`config.mk`:
```
export PLATFORM = sky130hd
export DESIGN_NAME = fetch_unit_flat
export DESIGN_NICKNAME = d
export VERILOG_FILES = /design/src/rtl/fetch_unit_pkg.sv /design/src/rtl/fetch_unit_if.sv /design/src/rtl/fetch_unit_out_reg.sv /design/src/rtl/fetch_unit.sv /design/src/flat_wrapper.sv
export SDC_FILE = /design/constraint.sdc
export NUM_CORES = 1
export LEC_CHECK = 0
export BUFFER_PORTS_ARGS = -buffer_cell sky130_fd_sc_hd__buf_2
export CAP_MARGIN = 20
export CORE_ASPECT_RATIO = 0.9
export CORE_MARGIN = 2
export CORE_UTILIZATION = 48
export DETAILED_ROUTE_END_ITERATION = 10
export PLACE_DENSITY = 0.78
export SETUP_SLACK_MARGIN = 0.05
export SLEW_MARGIN = 40
export SYNTH_ARGS = -nofsm -noshare
export SYNTH_HDL_FRONTEND = slang
export SYNTH_HIERARCHICAL = 1
export SYNTH_SLANG_ARGS = --single-unit
```
`constraint.sdc`:
```
create_clock -name clk_i -period 2.2 [get_ports clk_i]
set_input_delay 0.33 -clock clk_i [delete_from_list [all_inputs] [get_ports clk_i]]
set_output_delay 0.33 -clock clk_i [all_outputs]
set_load 0.01 [all_outputs]
```
`src/rtl/fetch_unit_pkg.sv`:
```
// Shared types for the instruction fetch stage: FSM state encoding and alignment helper.
package fetch_unit_pkg;

  typedef enum logic [2:0] {
    ST_IDLE  = 3'd0,
    ST_REQ   = 3'd1,
    ST_WAIT  = 3'd2,
    ST_HOLD  = 3'd3,
    ST_DROP  = 3'd4,
    ST_FAULT = 3'd5
  } fetch_state_e;

  function automatic logic is_misaligned(input logic [1:0] addr_lsb);
    return addr_lsb != 2'b00;
  endfunction

endpackage

```
`src/rtl/fetch_unit_if.sv`:
```
// Instruction-memory request/grant/response bus between the fetch stage (master) and memory (slave).
interface fetch_unit_if #(
  parameter int ADDR_W = 32,
  parameter int DATA_W = 32
) ();

  logic              req;
  logic [ADDR_W-1:0] addr;
  logic              gnt;
  logic              rvalid;
  logic [DATA_W-1:0] rdata;

  modport master (
    output req,
    output addr,
    input  gnt,
    input  rvalid,
    input  rdata
  );

  modport slave (
    input  req,
    input  addr,
    output gnt,
    output rvalid,
    output rdata
  );

endinterface

```
`src/rtl/fetch_unit_out_reg.sv`:
```
// Fetch output register toward decode; flush beats capture, capture beats consume.
module fetch_unit_out_reg #(
  parameter int ADDR_W = 32,
  parameter int DATA_W = 32
) (
  input  logic              clk_i,
  input  logic              rest_ni,
  input  logic              capture_i,
  input  logic              consume_i,
  input  logic              flush_i,
  input  logic [DATA_W-1:0] data_i,
  input  logic [ADDR_W-1:0] pc_i,
  output logic [DATA_W-1:0] inst_o,
  output logic [ADDR_W-1:0] inst_pc_o,
  output logic              inst_valid_o
);

  logic [DATA_W-1:0] inst_d, inst_q;
  logic [ADDR_W-1:0] pc_d, pc_q;
  logic              valid_d, valid_q;

  always_comb begin
    inst_d  = inst_q;
    pc_d    = pc_q;
    valid_d = valid_q;
    if (flush_i) begin
      valid_d = 1'b0;
    end else if (capture_i) begin
      inst_d  = data_i;
      pc_d    = pc_i;
      valid_d = 1'b1;
    end else if (consume_i) begin
      valid_d = 1'b0;
    end
  end

  always_ff @(posedge clk_i or negedge rest_ni) begin
    if (!rest_ni) begin
      inst_q  <= '0;
      pc_q    <= '0;
      valid_q <= 1'b0;
    end else begin
      inst_q  <= inst_d;
      pc_q    <= pc_d;
      valid_q <= valid_d;
    end
  end

  assign inst_o       = inst_q;
  assign inst_pc_o    = pc_q;
  assign inst_valid_o = valid_q;

endmodule

```
`src/rtl/fetch_unit.sv`:
```
// Instruction fetch stage: one outstanding imem transaction, output register to decode, pc step pulse.
//   state | meaning
//   IDLE  | first cycle after reset
//   REQ   | presenting pc_addr to imem (suppressed when misaligned or decode is stalled)
//   WAIT  | granted, waiting for rvalid
//   HOLD  | decode has not taken the held instruction yet
//   DROP  | flushed in flight, swallow the next rvalid
//   FAULT | misaligned pc seen, parked until flush
module fetch_unit
  import fetch_unit_pkg::*;
#(
  parameter int ADDR_W      = 32,
  parameter int DATA_W      = 32,
  parameter bit CHECK_ALIGN = 1'b1
) (
  input  logic              clk_i,
  input  logic              rest_ni,
  input  logic [ADDR_W-1:0] pc_addr_i,
  output logic              pc_adv_o,
  fetch_unit_if.master      imem,
  input  logic              id_ready_i,
  input  logic              flush_i,
  output logic [DATA_W-1:0] inst_o,
  output logic [ADDR_W-1:0] inst_pc_o,
  output logic              inst_valid_o,
  output logic              fault_o
);

  fetch_state_e      state_q;
  logic [ADDR_W-1:0] req_pc_q;
  logic              fault_q;

  logic misaligned;
  logic blocked;
  logic req_ok;
  logic handshake;
  logic capture;
  logic consume;

  assign misaligned = CHECK_ALIGN && is_misaligned(pc_addr_i[1:0]);
  // A held instruction decode cannot take yet must not be overwritten, so no request.
  assign blocked    = inst_valid_o && !id_ready_i;
  assign req_ok     = (state_q == ST_REQ) && !misaligned && !blocked;
  assign handshake  = req_ok && imem.gnt;
  assign capture    = (state_q == ST_WAIT) && imem.rvalid && !flush_i;
  assign consume    = inst_valid_o && id_ready_i;

  assign imem.req  = req_ok;
  assign imem.addr = req_ok ? pc_addr_i : '0;
  assign pc_adv_o  = capture;
  assign fault_o   = fault_q;

  always_ff @(posedge clk_i or negedge rest_ni) begin
    if (!rest_ni) begin
      state_q  <= ST_IDLE;
      req_pc_q <= '0;
      fault_q  <= 1'b0;
    end else begin
      if (handshake) begin
        req_pc_q <= pc_addr_i;
      end
      case (state_q)
        ST_IDLE: state_q <= ST_REQ;
        ST_REQ: begin
          if (flush_i) begin
            if (handshake) begin
              state_q <= ST_DROP;
            end
          end else if (misaligned) begin
            fault_q <= 1'b1;
            state_q <= ST_FAULT;
          end else if (blocked) begin
            state_q <= ST_HOLD;
          end else if (handshake) begin
            state_q <= ST_WAIT;
          end
        end
        ST_WAIT: begin
          if (imem.rvalid) begin
            state_q <= ST_REQ;
          end else if (flush_i) begin
            state_q <= ST_DROP;
          end
        end
        ST_HOLD: begin
          if (flush_i || id_ready_i) begin
            state_q <= ST_REQ;
          end
        end
        // A flush here changes nothing: the old response is still owed.
        ST_DROP: begin
          if (imem.rvalid) begin
            state_q <= ST_REQ;
          end
        end
        ST_FAULT: begin
          if (flush_i) begin
            fault_q <= 1'b0;
            state_q <= ST_REQ;
          end
        end
        default: state_q <= ST_IDLE;
      endcase
    end
  end

  fetch_unit_out_reg #(
    .ADDR_W (ADDR_W),
    .DATA_W (DATA_W)
  ) u_out_reg (
    .clk_i        (clk_i),
    .rest_ni      (rest_ni),
    .capture_i    (capture),
    .consume_i    (consume),
    .flush_i      (flush_i),
    .data_i       (imem.rdata),
    .pc_i         (req_pc_q),
    .inst_o       (inst_o),
    .inst_pc_o    (inst_pc_o),
    .inst_valid_o (inst_valid_o)
  );

endmodule

```
`src/flat_wrapper.sv`:
```
// flat-port wrapper written by rule: the top's interface ports become plain ports
module fetch_unit_flat import fetch_unit_pkg::*;
#(
  parameter int ADDR_W      = 32,
  parameter int DATA_W      = 32,
  parameter bit CHECK_ALIGN = 1'b1
)
  (clk_i, rest_ni, pc_addr_i, pc_adv_o, id_ready_i, flush_i, inst_o, inst_pc_o, inst_valid_o, fault_o, imem_req, imem_addr, imem_gnt, imem_rvalid, imem_rdata);
  fetch_unit_if #(.ADDR_W(ADDR_W), .DATA_W(DATA_W)) imem_i ();
  input  logic clk_i;
  input  logic rest_ni;
  input  logic [ADDR_W-1:0] pc_addr_i;
  output logic pc_adv_o;
  input  logic id_ready_i;
  input  logic flush_i;
  output logic [DATA_W-1:0] inst_o;
  output logic [ADDR_W-1:0] inst_pc_o;
  output logic inst_valid_o;
  output logic fault_o;
  output wire logic [$bits(imem_i.req)-1:0] imem_req;
  output wire logic [$bits(imem_i.addr)-1:0] imem_addr;
  input wire logic [$bits(imem_i.gnt)-1:0] imem_gnt;
  input wire logic [$bits(imem_i.rvalid)-1:0] imem_rvalid;
  input wire logic [$bits(imem_i.rdata)-1:0] imem_rdata;
  assign imem_req = imem_i.req;
  assign imem_addr = imem_i.addr;
  assign imem_i.gnt = imem_gnt;
  assign imem_i.rvalid = imem_rvalid;
  assign imem_i.rdata = imem_rdata;
  fetch_unit #(.ADDR_W(ADDR_W), .DATA_W(DATA_W), .CHECK_ALIGN(CHECK_ALIGN)) u_core (.clk_i(clk_i), .rest_ni(rest_ni), .pc_addr_i(pc_addr_i), .pc_adv_o(pc_adv_o), .imem(imem_i), .id_ready_i(id_ready_i), .flush_i(flush_i), .inst_o(inst_o), .inst_pc_o(inst_pc_o), .inst_valid_o(inst_valid_o), .fault_o(fault_o));
endmodule
```
## Word-level counts from Yosys, hierarchy flattened

Index checks and enable logic that the tools add are counted.

- Output and inout bits: 100
- Flip-flop bits (word level): 101

- Bitwise gates (word level): 1
- Reductions and logical operators: 19
- Equal/unequal tests: 13
- Muxes and demuxes: 19

Operators with widths:

| cell | number |
|---|---|
| two-way mux 32 bit | 1 |
| two-way mux 3 bit | 10 |
| one-hot mux 3 bit (6 select lines) | 1 |
| logical AND 1 bit | 7 |
| == test 3 x 2 -> 1 bit, second input constant | 2 |
| == test 3 bit, second input constant | 2 |
| two-way mux 1 bit | 6 |
| inequality test 2 bit, second input constant | 3 |
| AND reduction 6 bit | 1 |
| logical NOT 1 bit | 4 |
| inequality test 2 x 1 -> 1 bit, second input constant | 2 |
| inequality test 4 x 1 -> 1 bit, second input constant | 1 |
| AND reduction 4 bit | 1 |
| nonzero test 2 bit | 2 |
| == test 3 x 1 -> 1 bit, second input constant | 1 |
| logical NOT 3 bit | 1 |
| inequality test 3 x 2 -> 1 bit, second input constant | 1 |
| inequality test 3 bit, second input constant | 1 |
| nonzero test 3 bit | 1 |
| one-hot mux 1 bit (2 select lines) | 1 |
| AND reduction 2 bit | 1 |
| logical OR 1 bit | 1 |
| inverter 1 bit | 1 |

## Longest topological paths before layout

- Word-level depth: 10
- Gate-level depth with buffers: 6
- Mapped depth without buffers: 4

## Hierarchy

Netlist, hierarchy kept.

By module, submodules not included:

| module | seq. area each (µm²) | times used | area an instance (µm²) | cells each |
|---|---|---|---|---|
| fetch_unit_out_reg | 1626.6 | 1 | 2741.4 | 140 |
| fetch_unit | 900.9 | 1 | 1814.2 | 138 |

## Least setup slack after synthesis

OpenSTA, ideal clock, no wires.

- Path kind: register -> output
- Start point: reg u_core.state_q[1]
- End point: out imem_addr[22]
- Buffers on the path: 1
- Cell stages (with the launch flop): 5
- Data arrival time: 1.615 ns
- Data required time: 1.870 ns
- Slack: 0.255 ns
- Cell sequence: dfrtp_1 > or3b_4 > nor3b_4 > clkbuf_1 > and2_1

- Word-level cells in the longest chain between the ends: 4

RTL lines:

| element | RTL line | text |
|---|---|---|
| from (decl) | fetch_unit.sv:29 | `fetch_state_e state_q;` |
| from (signal assigned) | fetch_unit.sv:55 | `state_q <= ST_IDLE;` |
| from (signal assigned) | fetch_unit.sv:63 | `ST_IDLE: state_q <= ST_REQ;` |
| from (signal assigned) | fetch_unit.sv:67 | `state_q <= ST_DROP;` |
| == test 3 x 1 -> 1 bit | fetch_unit.sv:43 | `assign req_ok = (state_q == ST_REQ) && !misaligned && !blocked;` |
| logical AND 1 bit (2 in a row) | fetch_unit.sv:43 |  |
| via imem_req | flat_wrapper.sv:20 | `output wire logic [$bits(imem_i.req)-1:0] imem_req;` |
| two-way mux 32 bit | fetch_unit.sv:49 | `assign imem.addr = req_ok ? pc_addr_i : '0;` |
| to (decl) | flat_wrapper.sv:21 | `output wire logic [$bits(imem_i.addr)-1:0] imem_addr;` |

The timed path passes the listed nets, and every way through them passes these cells.

## Worst setup path in the final report

- Start point: reg u_core.state_q[1]
- End point: out imem_addr[28]

- Word-level cells in the longest chain between the ends: 4

RTL lines:

| element | RTL line |
|---|---|
| == test 3 x 1 -> 1 bit | fetch_unit.sv:43 |
| logical AND 1 bit (2 in a row) | fetch_unit.sv:43 |
| two-way mux 32 bit | fetch_unit.sv:49 |

Every way passes these cells.

==> impl_metrics.csv <==
group,metric,value,unit
cts,numCtsBuffers,9,
grt,antenna_found_initial,0,
cts,cts.clk_slew.worst_paths,0.10,ns
cts,clock_latency,0.35,ns
synth,synth_seq_cells,101,
synth,syn_inst,278,
synth,ys_types,31,
pwr,p_per_area,854.6,mW/mm^2
placement,placed_cell_area,0.005455,sq mm
layout,final_common_cell,"buf_2",
floorplan,io-pin-count,170,
timing,fin_ws,-0.06065,ns
worst_setup_path,cp_num_buf_inv,3,
worst_setup_path,worstRegToRegCells,6,
detailed_routing,drt_pass1_iterations,6,
outcome,violations,"negative setup slack",
min_path,hold_path_depth,2,
layout,antennaDiodeCount,0,
floorplan,core_area,0.009166,sq mm
detailed_routing,wl_per_cell,16.62,um
detailed_routing,dr_wl_met2,4729,um
grt,first_global_vias,2879,
synth,postSynthAreaPerCell,16.39,sq um
layout,final_cell_area,0.005787,sq mm
detailed_routing,top_layer_used,"met4",
synth,synth_fa_ha_area_share,0,%
placement,gp_congestion,0.8840,
synth,synth_top_family_by_area,"multiplexers",
worst_setup_path,cp_top_family,"simple AND/OR/NAND/NOR gates",
cts,cts.path.max_buffers,2,
timing,fin_crit,2.261,ns
floorplan,die_area,0.01029,sq mm
grt,grt_max_degree,43,
grt,grt.total_usage,18.83,%
synth,yosys.area_share.simple,7.608,%
timing,holdWs,0.2054,ns
layout,fillers,728,
detailed_routing,totalWireLength,9807,um
layout,layout-drive-gt1-share,64.74,%
cts,cts_sinks,101,
grt,grt_pass1_wl,14940,um
synth,synthMuxAreaShare,30.49,%
synth,netlist.area_leader.share,55.48,%
worst_setup_path,end_kind,"output pin",
synth,yosys.area.top_type,"dfrtp_1",
cts,htree_levels,3,
synth,synth_compound_area_share,1.620,%
layout,layout_common_cells,"buf_2 (165), dfrtp_1 (100), mux2_4 (88), and2_1 (33), buf_4 (16)",
pwr,power_leakage,3.238,nW
timing,skew,0.01060,ns
timing,rsz0062_at_grt,"yes",
synth,yosysSeqAreaShare,55.48,%
floorplan,initial_core_util,49.70,%
timing,drv_slew,0,
grt,overflow,0,
pwr,switchingPower,1.353,mW
detailed_routing,vias,2893,
layout,area.growth.synth_to_final,27.03,%
cts,root_buffer,"clkbuf_8",
pwr,clkPwrFrac,23.2,%
pwr,ir_worst_vdd,458.8,uV
pwr,swShare,27.37,%
floorplan,die_w,106.7,um
worst_setup_path,cp.depth,6,
detailed_routing,wl_met1,4364,um
synth,syn-cell-area,0.004556,sq mm
placement,port_buffers,167,
timing,maxSlewHeadroom,64.06,%
floorplan,die_h,96.42,um
worst_setup_path,critPathKind,"flip-flop to output pin",
pwr,seq_power_share,49.7,%
timing,period_share,102.8,%
detailed_routing,wl_met3,597,um
cts,tritoncts,"yes",
synth,synth.area.top_cells,"dfrtp_1 (55%), mux2_4 (29%), and2_1 (4.5%), buf_12 (3.1%), mux2_2 (1.5%)",
detailed_routing,antenna_left,0,
synth,synthXorXnorAreaFrac,0,%
timing,setup_violations,31,
flow_run,drv_cap,0,
timing,fmaxAchievable,442.4,MHz
timing,tightestPinTransition,0.5307,ns
min_path,hold_path.class,"input pin to flip-flop",
layout,nNetsFinal,533,
pwr,internal-power,3.592,mW
worst_setup_path,critPathArrivalTime,1.93,ns
detailed_routing,vias_per_cell,4.903,
timing,hold_viol_final,0,
worst_setup_path,path_cells,"or3b_4, nor3b_4, buf_6, buf_12, and2_1, buf_2",
outcome,outcome,"finished, violations left",
detailed_routing,first_iter_violations,90,
worst_setup_path,critPathLaunchType,"flip-flop",
worst_setup_path,cp.required,1.87,ns
pwr,power_frac_comb,27.2,%
worst_setup_path,crit_path_top_delay_cell,"or3b_4",
floorplan,floorplan.rows,33,
synth,yosys_warnings,6,
placement,dp_hpwl,6500,um
worst_setup_path,crit_fanout,16,
worst_setup_path,max_stage_delay,0.42,ns
detailed_routing,drcViolationCount,0,
==> per-layer routing <==
metal  global-route usage (%)  vias up
met2                    30.68      117
met3                    4.963       12
met4                    4.870        0
met5                        0        -
li1                         -     1322
met1                    25.37     1442
==> cells in the mapped netlist <==
cell,n
nand2b_1,4
nand2_4,1
dfrtp_1,101
nor3_1,1
and2_1,33
o31ai_1,1
mux2_4,88
nor2_1,3
nand4_1,1
or2_2,1
and4_1,1
and3_1,1
a21oi_1,3
or3b_4,1
a31oi_1,1
buf_6,3
nand4b_1,1
nor2b_4,1
o21bai_1,1
buf_12,7
nand2_1,2
mux2_2,6
nor3b_4,1
o41ai_1,1
inv_1,4
o311ai_0,1
a222oi_1,1
conb_1,1
o21ai_0,2
buf_4,2
clkbuf_1,3
==> stage by stage <==
| step | setup slack (ns) | setup TNS (ns) | utilization (%) | total power, mW | std cells |
|---|---|---|---|---|---|
| floorplan | 0.2554 | 0 | - | 3.281 | 279 |
| global placement | 0.2985 | 0 | 59.51 | 3.626 | 562 |
| detailed placement | 0.2080 | 0 | 59.51 | 3.697 | 562 |
| CTS | -0.09116 | -2.090 | 62.63 | 4.974 | 587 |
| global route | -0.1572 | -4.075 | 63.13 | 5.244 | 590 |
| finish | -0.06065 | -1.238 | 63.13 | 4.945 | 590 |
==> cells by family (layout without fill, tap and decap cells) <==
kind of cell | count (synthesis) | count (layout)
AOI/OAI and AO/OA | 11 | 11
buffers and inverters | 19 | 208
DFF | 101 | 101
muxes | 94 | 94
other | 1 | 2
and+or+nand+nor | 52 | 52
==> path summary, 6_finish.rpt <==
check                                    from  slack (ns)                        endpoint
max                         u_core/state_q[1]       -0.06                   imem_addr[28]
min                             imem_rdata[2]        0.21      u_core/u_out_reg/inst_o[2]
max reg2reg                 u_core/state_q[2]        0.14  u_core/u_out_reg/inst_pc_o[31]
min reg2reg                u_core/req_pc_q[1]        0.51              u_core/req_pc_q[1]
max in group asynchronous             rest_ni        0.97             u_core/req_pc_q[13]
min in group asynchronous             rest_ni        0.54   u_core/u_out_reg/inst_pc_o[4]
==> worst reg2reg max path: cells and delay by family (launching register included) <==
| family | cells | cell delay [ns] |
|---|---|---|
| buf+inv | 2 | 0.43 |
| simple gates | 3 | 0.72 |
| flops | 1 | 0.42 |
| mux | 1 | 0.38 |
==> flip-flops by register name, indices dropped and copies added (netlist names) <==
name                           flops
u_core/u_out_reg/inst_pc_o        32
u_core/u_out_reg/inst_o           32
u_core/req_pc_q                   32
u_core/fault_o                     1
u_core/u_out_reg/inst_valid_o      1
u_core/state_q                     3
==> final cells by class <==
class                      count  area (sq um)  share of cell area (%)
tap                          122         152.6                   2.638
sequential                   101          2529                   43.70
multi-input combinational    159          1821                   31.46
clock inverter                 5         58.81                   1.016
timing repair buffer         188          1080                   18.66
inverter                       4         15.01                  0.2595
clock buffer                  11         131.4                   2.270
==> repair_timing <==
action                                  4_1_cts  5_1_grt
hold endpoints to repair                     38        0
gates resized for setup                       3        4
hold buffers                                  1        0
pin swaps                                     1        1
buffers inserted                              7        2
endpoints found under the setup margin       31       35
gates cloned                                  1        1
==> power groups by stage <==
stage	clock (mW)	combinational (mW)	sequential, mW
after floorplan	0	0.804	2.48
after global placement	0	1.15	2.48
after detailed placement	0	1.19	2.51
after CTS	1.20	1.32	2.45
after global routing	1.30	1.44	2.50
final	1.15	1.34	2.46
No activity file was read; power rests on OpenSTA's default activity.
